### config.mk
export PLATFORM = sky130hd
export DESIGN_NAME = wb_port_arbiter
export DESIGN_NICKNAME = d
export VERILOG_FILES = /design/src/rtl/wb_port_arbiter.sv
export SDC_FILE = /design/constraint.sdc
export NUM_CORES = 1
export LEC_CHECK = 0
export ABC_CLOCK_PERIOD_IN_PS = 5850
export BUFFER_PORTS_ARGS = -buffer_cell sky130_fd_sc_hd__buf_4
export CAP_MARGIN = 20
export CORE_ASPECT_RATIO = 0.75
export CORE_MARGIN = 2
export CORE_UTILIZATION = 53
export CTS_BUF_LIST = sky130_fd_sc_hd__clkbuf_4 sky130_fd_sc_hd__clkbuf_8
export DETAILED_ROUTE_END_ITERATION = 8
export PLACE_DENSITY = 0.83
export SYNTH_ARGS = -nofsm -noshare
export SYNTH_HDL_FRONTEND = slang
export SYNTH_SLANG_ARGS = --single-unit
### constraint.sdc
create_clock -name clk -period 5.85 [get_ports clk]
set_input_delay 0.8775 -clock clk [delete_from_list [all_inputs] [get_ports clk]]
set_output_delay 0.8775 -clock clk [all_outputs]
set_load 0.02 [all_outputs]
### src/rtl/wb_port_arbiter.sv
`default_nettype none
// ============================================================================
// Module   : wb_port_arbiter
// Brief    : Shares the register-file write port between WB (priority) and a
//            queued mul/div result stream, with starvation bubble and
//            pending-destination mask.
// Revision : 1.0  initial release
// ============================================================================
module wb_port_arbiter #(
  parameter int DEPTH    = 2,
  parameter int MAX_WAIT = 4
) (
  input  logic        clk,
  input  logic        clrn,
  input  logic        WBwreg,
  input  logic [4:0]  WBwn,
  input  logic [31:0] WBdata,
  input  logic        md_valid,
  input  logic [4:0]  md_wn,
  input  logic [31:0] md_data,
  output logic        md_ready,
  output logic        rf_we,
  output logic [4:0]  rf_wn,
  output logic [31:0] rf_wd,
  output logic        stall_req,
  output logic [31:0] pending_mask
);

  localparam int CW = $clog2(DEPTH + 1);
  localparam int AW = $clog2(MAX_WAIT + 1);
  localparam logic [CW-1:0] C_DEPTH     = CW'(DEPTH);
  localparam logic [AW-1:0] C_AGE_LIMIT = AW'(MAX_WAIT);
  localparam logic [AW-1:0] C_FORCE_AGE = AW'(MAX_WAIT - 1);

  typedef enum logic [1:0] {
    ST_IDLE  = 2'd0,
    ST_PEND  = 2'd1,
    ST_FORCE = 2'd2
  } state_t;

  state_t           state_q, state_d;
  logic [CW-1:0]    count_q, count_d;
  logic [AW-1:0]    age_q, age_d;
  logic             stall_q, stall_d;
  logic [DEPTH-1:0] valid_q, valid_d;
  logic [4:0]       wn_q   [DEPTH];
  logic [4:0]       wn_d   [DEPTH];
  logic [31:0]      data_q [DEPTH];
  logic [31:0]      data_d [DEPTH];

  logic             w_wb_req;
  logic             w_pop;
  logic             w_push;
  logic [CW-1:0]    w_wr_idx;
  logic [DEPTH-1:0] w_keep;

  assign w_wb_req = WBwreg & (WBwn != 5'd0);
  assign md_ready = clrn & (count_q < C_DEPTH);
  assign w_pop    = ~w_wb_req & (count_q != '0);
  // md_wn == 0 is handshaked but never stored.
  assign w_push   = md_valid & md_ready & (md_wn != 5'd0);
  assign w_wr_idx = w_pop ? (count_q - CW'(1)) : count_q;
  assign stall_req = stall_q;

  always_comb begin
    rf_we = 1'b0;
    rf_wn = 5'd0;
    rf_wd = 32'd0;
    if (clrn) begin
      if (w_wb_req) begin
        rf_we = 1'b1;
        rf_wn = WBwn;
        rf_wd = WBdata;
      end else if (count_q != '0) begin
        // A squashed head drains through the idle slot without writing.
        rf_we = valid_q[0];
        rf_wn = wn_q[0];
        rf_wd = data_q[0];
      end
    end
  end

  always_comb begin
    pending_mask = 32'd0;
    for (int i = 0; i < DEPTH; i++) begin
      if (valid_q[i]) pending_mask[wn_q[i]] = 1'b1;
    end
  end

  always_comb begin
    for (int i = 0; i < DEPTH; i++) begin
      w_keep[i] = valid_q[i] & ~(w_wb_req & (wn_q[i] == WBwn));
    end
  end

  always_comb begin
    for (int i = 0; i < DEPTH; i++) begin
      wn_d[i]    = wn_q[i];
      data_d[i]  = data_q[i];
      valid_d[i] = w_keep[i];
    end
    if (w_pop) begin
      for (int i = 0; i < DEPTH - 1; i++) begin
        wn_d[i]    = wn_q[i+1];
        data_d[i]  = data_q[i+1];
        valid_d[i] = w_keep[i+1];
      end
      valid_d[DEPTH-1] = 1'b0;
    end
    if (w_push) begin
      for (int i = 0; i < DEPTH; i++) begin
        if (CW'(i) == w_wr_idx) begin
          wn_d[i]    = md_wn;
          data_d[i]  = md_data;
          valid_d[i] = ~(w_wb_req & (md_wn == WBwn));
        end
      end
    end
  end

  always_comb begin
    count_d = count_q + CW'(w_push) - CW'(w_pop);

    age_d = age_q;
    if (w_pop || (count_q == '0)) begin
      age_d = '0;
    end else if (age_q != C_AGE_LIMIT) begin
      age_d = age_q + AW'(1);
    end

    state_d = state_q;
    case (state_q)
      ST_IDLE:  if (count_d != '0) state_d = ST_PEND;
      ST_PEND: begin
        if (count_d == '0) begin
          state_d = ST_IDLE;
        end else if (!w_pop && (age_q == C_FORCE_AGE)) begin
          state_d = ST_FORCE;
        end
      end
      ST_FORCE: if (w_pop) state_d = (count_d != '0) ? ST_PEND : ST_IDLE;
      default:  state_d = ST_IDLE;
    endcase
    stall_d = (state_d == ST_FORCE);
  end

  always_ff @(posedge clk or negedge clrn) begin
    if (!clrn) begin
      state_q <= ST_IDLE;
      count_q <= '0;
      age_q   <= '0;
      stall_q <= 1'b0;
      valid_q <= '0;
    end else begin
      state_q <= state_d;
      count_q <= count_d;
      age_q   <= age_d;
      stall_q <= stall_d;
      valid_q <= valid_d;
    end
  end

  // Payload needs no reset: it is only observed behind count/valid.
  always_ff @(posedge clk) begin
    wn_q   <= wn_d;
    data_q <= data_d;
  end

endmodule
`default_nettype wire

==> reports/metrics.cfg, run 1 <==
[run_status]
status = finished clean

[synthesis]
synth_most_common_cell = nand2_1
synthFlopType = edfxtp_1
synth_area_leaders = edfxtp_1 (24%), dfxtp_1 (16%), mux2i_1 (8.2%), nand3b_1 (7.3%), nand2_1 (6.4%)
synth-xor-area-share = 0.0338
synth_seq_area_share = 0.451
ys_warn_count = 0
synth_top_family_by_area = simple AND/OR/NAND/NOR gates
yosys.area.top_type = edfxtp_1
syn-instance-count = 488
netlist_area_sq_um = 4660
async_flop_share = 0.119
synthTopCellsByCount = nand2_1 (79), nand3b_1 (45), mux2i_1 (38)
synth-seq-cells = 84
synth-compound-area-share = 0.173
yosysTopAreaCellShare = 0.239
syn-num-nets = 571
syn_area_per_cell_sq_um = 9.55
yosys.cell_types.count = 42
synth_fa_ha_area_frac = 0.0134
synthMuxAreaShare = 0.0865
synth-simple-area-share = 0.186
synth-edff-count = 37

[floorplan]
io_pins = 150
core.rowCount = 29
coreArea_sq_um = 8490
die_area_sq_um = 9560
start_util = 0.549
die_width_um = 112
die_h_um = 85.2

[critical_path]
critical_path.startpoint_type = input port
cp_max_fo = 40
required_ps = 4970
cp-end-kind = output pin
worstPathArrival_ps = 2720
critical_path_class = in -> out

[pwr]
clock_power_share = 0.177
p_sw_uw = 837
peakVddDrop_mv = 0.230
swShare = 0.373
power.internal_mw = 1.41
leakage_nw = 2.50
p_comb_frac = 0.397
seqPwrFrac = 0.426
power_density_nw_per_um2 = 378

[place]
dp_cells = 709
hpwl_um = 8960
gp_congestion = 0.885
dp_slack_ps = 2270
port_buffers = 149

[detailed_routing]
num_vias = 4191
highest_layer = met4
ant_nets = 0
dr_wl_met3_um = 1020
m1WireLength_um = 5700
routed_wl_um = 12600
viasPerCell = 5.78
wl_met2_um = 5750
drtIter0Drc = 315
drc_errors = 0
drt_pass1_iterations = 6
wire_per_inst_um = 17.4

[sta]
fin_tns_setup_ps = 0
hold_viol_final = 0
fin_crit_ps = 3600
rsz0062_at_grt = false
setup_viol = 0
maxSlewViolCount = 0
period_share = 0.616
worst_slew_pin_slew_ps = 907
fmax_mhz = 278
fin_ws_ps = 2250
slew-limit-headroom = 0.382
skew_ps = 7.38

[job]
cap_violations = 0

[layout]
seqCellArea_sq_um = 2100
nFillCells = 661
multiInputGateArea_sq_um = 2320
finalNetCount = 695
fin_util = 0.701
drive_above_1_share = 0.297
final_cells = 725
area_growth_pct = 27.7
diodes = 0

[clock_network]
cts_sinks = 84
holdBufCountCts = 0
cts_tree = done
root_buffer = clkbuf_8
clock_path_buffers = 2
clkLatencyLatePin_ps = 340
cts_buffers = 9
postCtsSetupBuffers = 0
cts_resized = 0
clk_pin_slew_worst_paths_ps = 80
htree_levels = 3

[global_route]
grt_pass1_wl_um = 20100
grt_max_degree = 51
overflow = 0
grtUsageTotal = 0.263
antenna_found_initial = 0
grt_pass1_vias = 4046

[worst_hold_path]
hold_class = in -> async

==> path summary, 6_finish.rpt <==
kind / cells after the start / to / start / slack (ps)
worst max-delay path: 7 / rf_wn[4] / WBwn[1] / 2250
worst min-delay path: 1 / stall_req / clrn / 470
worst max register to register: 8 / data_q[17] / count_q[0] / 2550
worst min register to register: 2 / data_q[37] / data_q[5] / 510
max in group asynchronous: 1 / age_q[0] / clrn / 5060
min in group clk: 2 / data_q[37] / data_q[5] / 510
==> placed cells by master, fill, tap and decap left out, drive strengths merged, types with 6 or more instances in the layout <==
master and instances:
buf 156, nand2 79, nand3b 45, o21ai 42
mux2i 39, edfxtp 37, dfxtp 37, a21boi 36
o22ai 33, clkbuf 11, dfrtp 10, xnor2 9
xor2 9, inv 8, nand3 8, a21oi 7
or3b 6
==> final cells by class <==
cell class	count	share of cell area
Inverter	8	0.00505
Clock inverter	5	0.00883
Tap cell	108	0.0227
Clock buffer	11	0.0233
Timing Repair Buffer	156	0.197
Multi-Input combinational cell	353	0.390
Sequential cell	84	0.353
==> cells by family after synthesis <==
logic type | count (synthesis)
and+or+nand+nor | 163
AOI/OAI and AO/OA | 128
xor gates and xnor gates | 18
muxes | 39
DFF | 84
adders and majority gates | 5
buffers and inverters | 51
==> routing by layer <==
| metal | vias up | track usage |
|---|---|---|
| met5 | - | 0 |
| met4 | 0 | 0.0576 |
| met3 | 14 | 0.0621 |
| met2 | 197 | 0.407 |
| met1 | 1972 | 0.382 |
| li1 | 2008 | - |
==> power by group through the flow <==
stage / clock (mW) / combinational, mW / sequential (mW)
6_report: 0.398 / 0.891 / 0.957
5_1_grt: 0.427 / 0.981 / 0.982
4_1_cts: 0.407 / 0.891 / 0.954
3_5_place_dp: 0 / 0.885 / 0.964
3_3_place_gp: 0 / 0.852 / 0.955
2_1_floorplan: 0 / 0.681 / 0.886
==> state kept, by name (all words and copies together), names as in the netlist <==
| register | cells |
|---|---|
| data_q | 64 |
| wn_q | 10 |
| age_q | 3 |
| count_q | 2 |
| state_q | 2 |
| valid_q | 2 |
| stall_req | 1 |
==> metrics by stage <==
stage,hold WS [ps],area (sq um),power [mW]
2_1_floorplan,482,4660,1.57
3_3_place_gp,486,5760,1.81
3_5_place_dp,498,5760,1.85
4_1_cts,470,5950,2.25
5_1_grt,493,5950,2.39
6_report,471,5950,2.25
==> critical path, stage by stage <==
cell      delay [ps]
buf_4            140
or3_1            470
o31ai_4          200
buf_4            430
nand3b_1         120
a21boi_0         270
buf_4            200
Power figures use the tool's default switching activity.
==> run 2: changes to the inputs <==
- ABC_CLOCK_PERIOD_IN_PS: 5850 -> 3600
- clock period: 5.85 -> 3.6 ns (I/O delays scaled with it)
==> reports/metrics.cfg, run 2 (synthesized netlist as in run 1, its figures left out) <==
[run_status]
status = finished clean

[layout]
diodes = 0
area_growth_pct = 29.8
final_cell_mix = buf_4 (159), nand2_1 (79), nand3b_1 (45)
final_area_sq_um = 6040
final_common_cell = buf_4
largest_reg_flops = 64
reg_top3 = data_q: 64 flops, wn_q: 10 flops, age_q: 3 flops
nFillCells = 660
regMostFlops = data_q
finalNetCount = 699
drive_above_1_share = 0.301

[sta]
fin_tns_setup_ps = 0
worst_slew_pin_slew_ps = 615
fmax_mhz = 321
fin_crit_ps = 3110
fin_ws_ps = 489
maxSlewViolCount = 0
slew-limit-headroom = 0.590
period_share = 0.864
rsz0062_at_grt = false
setup_viol = 0
hold_viol_final = 0
skew_ps = 18.3

[detailed_routing]
wire_per_inst_um = 17.5
drt_pass1_iterations = 5
viasPerCell = 5.83
routed_wl_um = 12800
drc_errors = 0
ant_nets = 0
drtIter0Drc = 293
num_vias = 4251

[pwr]
p_sw_mw = 1.37
clock_power_share = 0.210
peakVddDrop_mv = 0.468
p_comb_frac = 0.386
leakage_nw = 2.54
power.internal_mw = 2.45
swShare = 0.359
seqPwrFrac = 0.405
power_density_nw_per_um2 = 633

[clock_network]
postCtsSetupBuffers = 0
cts_sinks = 84
clk_pin_slew_worst_paths_ps = 90
cts_resized = 0
htree_levels = 3
root_buffer = clkbuf_8
clkLatencyLatePin_ps = 340
cts_buffers = 9
cts_tree = done
holdBufCountCts = 0
clock_path_buffers = 2

[place]
hpwl_um = 8960
dpl_cell_area_sq_um = 5800
dp_slack_ps = 773
gp_congestion = 0.892
port_buffers = 149

[worst_hold_path]
hold_class = in -> async

[critical_path]
cp_top_family = buffers and inverters
worstPathArrival_ps = 2570
cp_max_fo = 14
cp-end-kind = output pin
critPathBufInv = 3
critical_path_class = reg -> out
crit_top_cell = buf_4
path_cells = inv_1 -> ha_1 -> or3_1 -> o21ai_0 -> buf_4 -> a22oi_1 -> nor2b_1 -> buf_4
critPathMaxStageDelay_ps = 450
slowest_stage = dfrtp_1
required_ps = 3060
critical_path.startpoint_type = flip-flop

[global_route]
antenna_found_initial = 0
grt_pass1_wl_um = 20300
grtUsageTotal = 0.262
grt_max_degree = 73
overflow = 0
grt_pass1_vias = 4075

[floorplan]
die_area_sq_um = 9560
coreArea_sq_um = 8490
die_h_um = 85.2
start_util = 0.549
core.rowCount = 29
die_width_um = 112
io_pins = 150

[job]
cap_violations = 0

run 2: cell types whose count changed in the layout (fill, tap and decap cells not counted), sizes merged:
cell	before	now
buf	156	160
clkinv	3	0
bufinv	1	3
clkbuf	11	12
run 2: cell type report:
cell class | instances | area, sq um | area share
clock inverters | 4 | 97.6 | 0.0161
flip-flops and latches | 84 | 2100 | 0.348
well taps | 108 | 135 | 0.0224
multi-input cells | 353 | 2320 | 0.384
clock buffers | 12 | 146 | 0.0242
inverters | 8 | 30.0 | 0.00497
repair buffers | 160 | 1210 | 0.201
run 2: per-stage QoR:
stage | utilization | cells | hold WS (ps) | power, mW
floorplan | - | 488 | 244 | 2.55
global placement | 0.683 | 713 | 486 | 2.94
detailed placement | 0.683 | 713 | 502 | 3.02
CTS | 0.712 | 729 | 225 | 3.83
global route | 0.712 | 729 | 231 | 4.04
finish | 0.712 | 729 | 222 | 3.83
run 2: power groups by stage:
stage | sequential, mW | clock, mW | combinational (mW)
2_1_floorplan | 1.44 | 0 | 1.11
3_3_place_gp | 1.54 | 0 | 1.40
3_5_place_dp | 1.56 | 0 | 1.46
4_1_cts | 1.54 | 0.810 | 1.47
5_1_grt | 1.59 | 0.847 | 1.61
6_report | 1.55 | 0.802 | 1.48
run 2: per-layer routing:
metal  part of all wire  up-vias  GRT usage
met3              0.074       18     0.0493
met2               0.48      211      0.431
met5                  0        -          0
met1               0.44     2005      0.370
met4             0.0088        0     0.0499
li1                   -     2017          -
run 2: final timing paths:
kind,start,endpoint,slack [ps],depth (start not counted)
setup / recovery,count_q[0],rf_wn[2],490,8
hold / removal,clrn,count_q[1],220,2
setup reg to reg,count_q[0],data_q[4],750,8
hold reg to reg,data_q[26],data_q[58],510,2
max in group asynchronous,clrn,age_q[0],3040,2
min in group clk,md_data[11],data_q[11],390,1
